<file path="src/rtl/morse_pkg.sv">
// Shared types and constants for the Morse symbol transmitter.
// letter_to_code packs {len[2:0], code[4:0]}; code bit0 is sent first, 1 = dash.
package morse_pkg;

    typedef enum logic [2:0] {
        ST_IDLE,
        ST_MARK,
        ST_SPACE,
        ST_LGAP,
        ST_WGAP
    } state_t;

    localparam int DEF_UNIT_CYCLES      = 25_000_000;
    localparam int DEF_MAX_LEN          = 5;
    localparam int DEF_DASH_UNITS       = 3;
    localparam int DEF_GAP_UNITS        = 1;
    localparam int DEF_LETTER_GAP_UNITS = 3;
    localparam int DEF_WORD_GAP_UNITS   = 7;

    function automatic logic [7:0] letter_to_code(input logic [7:0] ascii);
        logic [7:0] ch;
        logic [7:0] res;
        ch  = (ascii >= 8'h61 && ascii <= 8'h7a) ? ascii - 8'h20 : ascii;
        res = 8'h00;
        case (ch)
            "A": res = {3'd2, 5'b00010};
            "B": res = {3'd4, 5'b00001};
            "C": res = {3'd4, 5'b00101};
            "D": res = {3'd3, 5'b00001};
            "E": res = {3'd1, 5'b00000};
            "F": res = {3'd4, 5'b00100};
            "G": res = {3'd3, 5'b00011};
            "H": res = {3'd4, 5'b00000};
            "I": res = {3'd2, 5'b00000};
            "J": res = {3'd4, 5'b01110};
            "K": res = {3'd3, 5'b00101};
            "L": res = {3'd4, 5'b00010};
            "M": res = {3'd2, 5'b00011};
            "N": res = {3'd2, 5'b00001};
            "O": res = {3'd3, 5'b00111};
            "P": res = {3'd4, 5'b00110};
            "Q": res = {3'd4, 5'b01011};
            "R": res = {3'd3, 5'b00010};
            "S": res = {3'd3, 5'b00000};
            "T": res = {3'd1, 5'b00001};
            "U": res = {3'd3, 5'b00100};
            "V": res = {3'd4, 5'b01000};
            "W": res = {3'd3, 5'b00110};
            "X": res = {3'd4, 5'b01001};
            "Y": res = {3'd4, 5'b01101};
            "Z": res = {3'd4, 5'b00011};
            "0": res = {3'd5, 5'b11111};
            "1": res = {3'd5, 5'b11110};
            "2": res = {3'd5, 5'b11100};
            "3": res = {3'd5, 5'b11000};
            "4": res = {3'd5, 5'b10000};
            "5": res = {3'd5, 5'b00000};
            "6": res = {3'd5, 5'b00001};
            "7": res = {3'd5, 5'b00011};
            "8": res = {3'd5, 5'b00111};
            "9": res = {3'd5, 5'b01111};
            default: res = 8'h00;
        endcase
        return res;
    endfunction

endpackage

</file>
<file path="src/rtl/morse_unit_timer.sv">
// Free-running unit timer: counts 0..UNIT_CYCLES-1 while enabled, pulses unit_tick on the last count.
// Held at zero when disabled or cleared so every phase starts on a fresh unit boundary.
module morse_unit_timer #(
    parameter int UNIT_CYCLES = 25_000_000
) (
    input  logic clk,
    input  logic reset_n,
    input  logic clr,
    input  logic en,
    output logic unit_tick
);

    localparam int CW = $clog2(UNIT_CYCLES);

    logic [CW-1:0] count_q;
    logic [CW-1:0] count_d;
    logic          last;

    always_comb begin
        last    = (count_q == CW'(UNIT_CYCLES - 1));
        count_d = count_q + CW'(1);
        if (clr || !en || last) begin
            count_d = '0;
        end
    end

    assign unit_tick = en && last;

    always_ff @(posedge clk or negedge reset_n) begin
        if (!reset_n) begin
            count_q <= '0;
        end else begin
            count_q <= count_d;
        end
    end

endmodule

</file>
<file path="src/rtl/morse_sym_tx.sv">
// Morse symbol transmitter: takes one dot/dash pattern per handshake and drives light_on
// with unit-exact mark, element gap, letter gap and word gap timing.
//
// state   | meaning
// IDLE    | ready for a symbol, light off, timer held
// MARK    | light on for one element (1 unit dot, DASH_UNITS dash)
// SPACE   | gap between elements of one symbol
// LGAP    | trailing gap after last element; done on its final cycle
// WGAP    | word gap for a zero-length symbol; done on its final cycle
module morse_sym_tx
    import morse_pkg::*;
#(
    parameter int UNIT_CYCLES      = DEF_UNIT_CYCLES,
    parameter int MAX_LEN          = DEF_MAX_LEN,
    parameter int DASH_UNITS       = DEF_DASH_UNITS,
    parameter int GAP_UNITS        = DEF_GAP_UNITS,
    parameter int LETTER_GAP_UNITS = DEF_LETTER_GAP_UNITS,
    parameter int WORD_GAP_UNITS   = DEF_WORD_GAP_UNITS
) (
    input  logic                             clk,
    input  logic                             reset_n,
    input  logic                             sym_valid,
    input  logic [MAX_LEN-1:0]               sym_code,
    input  logic [$clog2(MAX_LEN+1)-1:0]     sym_len,
    output logic                             sym_ready,
    input  logic                             abort,
    output logic                             light_on,
    output logic                             busy,
    output logic                             done,
    output logic                             unit_tick
);

    localparam int LW = $clog2(MAX_LEN + 1);
    localparam int UW = $clog2(DASH_UNITS + GAP_UNITS + LETTER_GAP_UNITS + WORD_GAP_UNITS + 1);

    state_t             state_q, state_d;
    logic [MAX_LEN-1:0] code_q, code_d;
    logic [LW-1:0]      elem_q, elem_d;
    logic [UW-1:0]      units_q, units_d;
    logic               light_q, light_d;
    logic               ready_q, ready_d;
    logic [LW-1:0]      len_clamped;
    logic               tick;
    logic               phase_end;
    logic               timer_clr;

    morse_unit_timer #(
        .UNIT_CYCLES(UNIT_CYCLES)
    ) u_timer (
        .clk      (clk),
        .reset_n  (reset_n),
        .clr      (timer_clr),
        .en       (state_q != ST_IDLE),
        .unit_tick(tick)
    );

    // units_q holds the remaining ticks minus one, so the phase ends on the tick where it is zero
    always_comb begin
        state_d     = state_q;
        code_d      = code_q;
        elem_d      = elem_q;
        units_d     = units_q;
        light_d     = light_q;
        len_clamped = (sym_len > LW'(MAX_LEN)) ? LW'(MAX_LEN) : sym_len;
        phase_end   = tick && (units_q == '0);
        timer_clr   = phase_end;

        if (abort) begin
            state_d   = ST_IDLE;
            code_d    = '0;
            elem_d    = '0;
            units_d   = '0;
            light_d   = 1'b0;
            timer_clr = 1'b1;
        end else begin
            case (state_q)
                ST_IDLE: begin
                    if (sym_valid) begin
                        code_d = sym_code;
                        elem_d = len_clamped;
                        if (len_clamped == '0) begin
                            state_d = ST_WGAP;
                            units_d = UW'(WORD_GAP_UNITS - 1);
                            light_d = 1'b0;
                        end else begin
                            state_d = ST_MARK;
                            units_d = sym_code[0] ? UW'(DASH_UNITS - 1) : '0;
                            light_d = 1'b1;
                        end
                    end
                end
                ST_MARK: begin
                    if (phase_end) begin
                        code_d  = code_q >> 1;
                        elem_d  = elem_q - LW'(1);
                        light_d = 1'b0;
                        if (elem_q > LW'(1)) begin
                            state_d = ST_SPACE;
                            units_d = UW'(GAP_UNITS - 1);
                        end else begin
                            state_d = ST_LGAP;
                            units_d = UW'(LETTER_GAP_UNITS - 1);
                        end
                    end else if (tick) begin
                        units_d = units_q - UW'(1);
                    end
                end
                ST_SPACE: begin
                    if (phase_end) begin
                        state_d = ST_MARK;
                        units_d = code_q[0] ? UW'(DASH_UNITS - 1) : '0;
                        light_d = 1'b1;
                    end else if (tick) begin
                        units_d = units_q - UW'(1);
                    end
                end
                ST_LGAP, ST_WGAP: begin
                    if (phase_end) begin
                        state_d = ST_IDLE;
                        code_d  = '0;
                        elem_d  = '0;
                        units_d = '0;
                    end else if (tick) begin
                        units_d = units_q - UW'(1);
                    end
                end
                default: begin
                    state_d = ST_IDLE;
                    light_d = 1'b0;
                end
            endcase
        end
        ready_d = (state_d == ST_IDLE);
    end

    always_ff @(posedge clk or negedge reset_n) begin
        if (!reset_n) begin
            state_q <= ST_IDLE;
            code_q  <= '0;
            elem_q  <= '0;
            units_q <= '0;
            light_q <= 1'b0;
            ready_q <= 1'b1;
        end else begin
            state_q <= state_d;
            code_q  <= code_d;
            elem_q  <= elem_d;
            units_q <= units_d;
            light_q <= light_d;
            ready_q <= ready_d;
        end
    end

    assign sym_ready = ready_q;
    assign busy      = ~ready_q;
    assign light_on  = light_q;
    assign unit_tick = tick;
    // an abort landing on the last gap cycle suppresses the completion pulse
    assign done      = phase_end && !abort && (state_q == ST_LGAP || state_q == ST_WGAP);

endmodule

</file>
<file path="config.mk">
export PLATFORM = sky130hd
export DESIGN_NAME = morse_sym_tx
export DESIGN_NICKNAME = d
export VERILOG_FILES = /design/src/rtl/morse_pkg.sv /design/src/rtl/morse_unit_timer.sv /design/src/rtl/morse_sym_tx.sv
export SDC_FILE = /design/constraint.sdc
export NUM_CORES = 1
export LEC_CHECK = 0
export BUFFER_PORTS_ARGS = -buffer_cell sky130_fd_sc_hd__buf_2
export CAP_MARGIN = 5
export CORE_ASPECT_RATIO = 0.8
export CORE_UTILIZATION = 45
export CTS_CLUSTER_SIZE = 8
export DETAILED_ROUTE_END_ITERATION = 8
export HOLD_SLACK_MARGIN = 0.1
export PLACE_DENSITY_LB_ADDON = 0.15
export SLEW_MARGIN = 20
export SYNTH_ARGS = -nofsm -noshare
export SYNTH_HDL_FRONTEND = slang
export SYNTH_SLANG_ARGS = --single-unit
</file>
<file path="constraint.sdc">
create_clock -name clk -period 5.5 [get_ports clk]
set_input_delay 0.55 -clock clk [delete_from_list [all_inputs] [get_ports clk]]
set_output_delay 0.55 -clock clk [all_outputs]
set_load 0.1 [all_outputs]
</file>
==> impl_results.md <==
* H-tree depth at 2
* Critical path startpoint: u_timer.count_q[0]
* Internal at between 400 and 500 uW
* Detailed Route Iter0 Violations at 190
* Max Freq at slightly above 300 MHz
* Top cells by count, synth: 41 x dfrtp_1, 41 x nor2_1, 22 x nand2_1
* Syn-to-layout area delta at 7.90%
* PwrDens at 233 mW/mm^2
* Final count of hold timing violations at 0
* FF-to-FF setup slack at slightly above 3 ns
* Vias per cell at 5.49
* Most common flop cell mapped by yosys: dfrtp_1
* Worst setup EP type: output pin
* Final net count at 296
* Top-area cell type share of the netlist area at 0.415
* Chip height at between 60 and 70 um
* Core ar. at around 0.0052 sq mm
* First-pass GRT wire length at around 8.0 mm
* Die Footprint at roughly 0.0058 sq mm
* Via Count at between 1500 and 2000
* Post-synth EDFFs at 0
* DP HPWL at ~3.4 mm
* Setup Buffers After CTS at 0
* Switching share of total power at 0.295
* CTS tree: built
* Unrepaired setup endpoints after global routing: false
* ANT cells at 0
* Final setup vio count at 0
* Register area share after synthesis at 0.426
* Distinct cells, synth at between 50 and 60
* Synth area leaders: dfrtp_1 42%, nor2_1 6.2%, xor2_1 5.7%
* Outcome: completed
* Post-detailed-routing wire length at about 4.8 mm
* Slew margin rel. at 0.370
* Pleak at 0.00116 uW
* Synth Register Bits at 42
* Avg Cell Area, Syn at 9.29 sq um
* Ys async rst share at 1.00
* Critical Path RT at approximately 5.0 ns
* # hold bufs at CTS at 0
* RePlAce Congestion at around 0.83
* Setup ws final at roughly 2.3 ns
* Worst setup path category: flip-flop to output pin
* Pin count of the biggest net entering global routing at 43
* VDD IR-drop max at 0.174 mV
* Clk buf depth at 2
* HP Class: primary input to async pin
* Combinational Power Share at 0.145
* Cell count after synthesis at approximately 270
* Wire per inst at around 14 um
* Clk network pwr share at 0.328
* Final slew viol count at 0
* Die width at between 80 and 90 um
* Critical R2R Launch: u_timer.count_q[0]
* # rows at 23
* Slew @ Worst Pin at approximately 0.94 ns
* Worst-skew pair later-pin latency at approximately 0.30 ns
* Clock-pin slew on the worst setup and hold paths at about 0.090 ns
* Yosys Warn Count at 0
* Root buffer selected by CTS: clkbuf_8
* Io pins at 17
* CP arrival at about 2.7 ns
* Setup TNS Final at 0 ns
* IO Port Bufs at 16
* CP Launch Type: flip-flop
* Layout cell share with drive strength beyond 1 at 0.129
* Min Tclk post-route at ~3.2 ns
* Vias in the first global route at about 1600
* Total CTS buffers at 5
* Flop pwr share at 0.527
* Syn Std Cell Area at between 0.002 and 0.0025 sq mm
* Post_cts resized at 0
* Final hold slack at between 0.3 and 0.4 ns
* Drc violations at 0
* Max-cap violation count at 0
* Psw at about 180 uW
* Layout Skew at 0.0102 ns
* Initial Utilization at 0.480
* DRT Pass-1 Iters at 7
* Syn Nets at between 200 and 300
* Period utilization at 0.587
* Setup WS pre-CTS at between 2 and 3 ns
* GRT Residual Overflow at 0
* Post-route ant nets at 0
* Cell taking the most area after synthesis: dfrtp_1
* Worst-path fanout max at 6
* Initial antenna violation count at 0
* Clock sink count at 42
* GRT Resource Usage Total at 0.180
[power by group through the flow]
stage,Sequential [uW],Clock (uW),Combinational (uW)
detailed placement,333,0,90.6
global route,329,224,101
finish,327,203,90.1
CTS,327,211,91.2
global placement,333,0,91.0
floorplan,343,0,56.8
[final timing paths]
check | to | cells past startpoint
worst max-delay path | done | 6
worst min-delay path | elem_q[1] | 1
worst max register to register | code_q[1] | 7
worst min register to register | u_timer.count_q[0] | 1
max in group asynchronous | u_timer.count_q[5] | 1
min in group clk | u_timer.count_q[0] | 1
[state kept, by name, indices dropped and copies added (netlist names)]
| name | flops |
|---|---|
| code_q | 5 |
| elem_q | 3 |
| light_on | 1 |
| state_q | 3 |
| sym_ready | 1 |
| u_timer.count_q | 25 |
| units_q | 4 |
[logic make-up (layout without fill, tap and decap cells)]
| group | Yosys count | after routing | share of synthesized area |
|---|---|---|---|
| simple gates | 125 | 125 | 0.278 |
| buf+inv | 22 | 36 | 0.0385 |
| xor+xnor | 22 | 22 | 0.0780 |
| compound gates | 41 | 41 | 0.115 |
| fa+ha+maj | 5 | 5 | 0.0253 |
| flops | 42 | 42 | 0.426 |
| mux | 9 | 9 | 0.0390 |
[layout by cell type, fill, tap and decap left out, types with 6 or more instances in the layout]
cell type,instances
nand2_1,22
and3_1,6
xnor2_1,6
nor3_1,8
dfrtp_1,41
nand4_1,7
inv_1,12
buf_2,16
nor2_1,41
nand3_1,7
xor2_1,16
a21oi_1,10
and2_1,7
[cell type report]
cell class / instances / area (sq um)
clock buffer: 5 / 68.8
clock inverter: 3 / 18.8
fill: 468 / 2480
inverter: 12 / 45.0
multi-input combinational: 202 / 1320
sequential: 42 / 1050
tap: 62 / 77.6
timing repair buffer: 16 / 80.1
[worst max-delay path, cell delays in order (launching register included)]
cell	delay, ns
dfrtp_1	0.37
ha_1	0.27
and2_1	0.21
nand4_4	0.17
or4_1	0.70
nor3_1	0.21
buf_2	0.45
[per-stage QoR]
| stage | instance area, sq um | utilization | total power (uW) | std cells |
|---|---|---|---|---|
| finish | 2670 | 0.518 | 621 | 342 |
| floorplan | 2470 | - | 400 | 266 |
| global placement | 2580 | 0.501 | 424 | 334 |
| detailed placement | 2580 | 0.501 | 424 | 334 |
| CTS | 2670 | 0.518 | 630 | 342 |
| global route | 2670 | 0.518 | 653 | 342 |
[per-layer routing]
metal  global-route usage  wire [um]  part of all wire  vias to the layer above
li1                     -          -                 -                      952
met1                0.283       2650              0.55                      884
met2                0.234       1900              0.39                       37
met3               0.0434        231             0.048                        4
met4               0.0614         31            0.0064                        0
met5                    0          0                 0                        -
No activity file was read; power rests on OpenSTA's default activity.
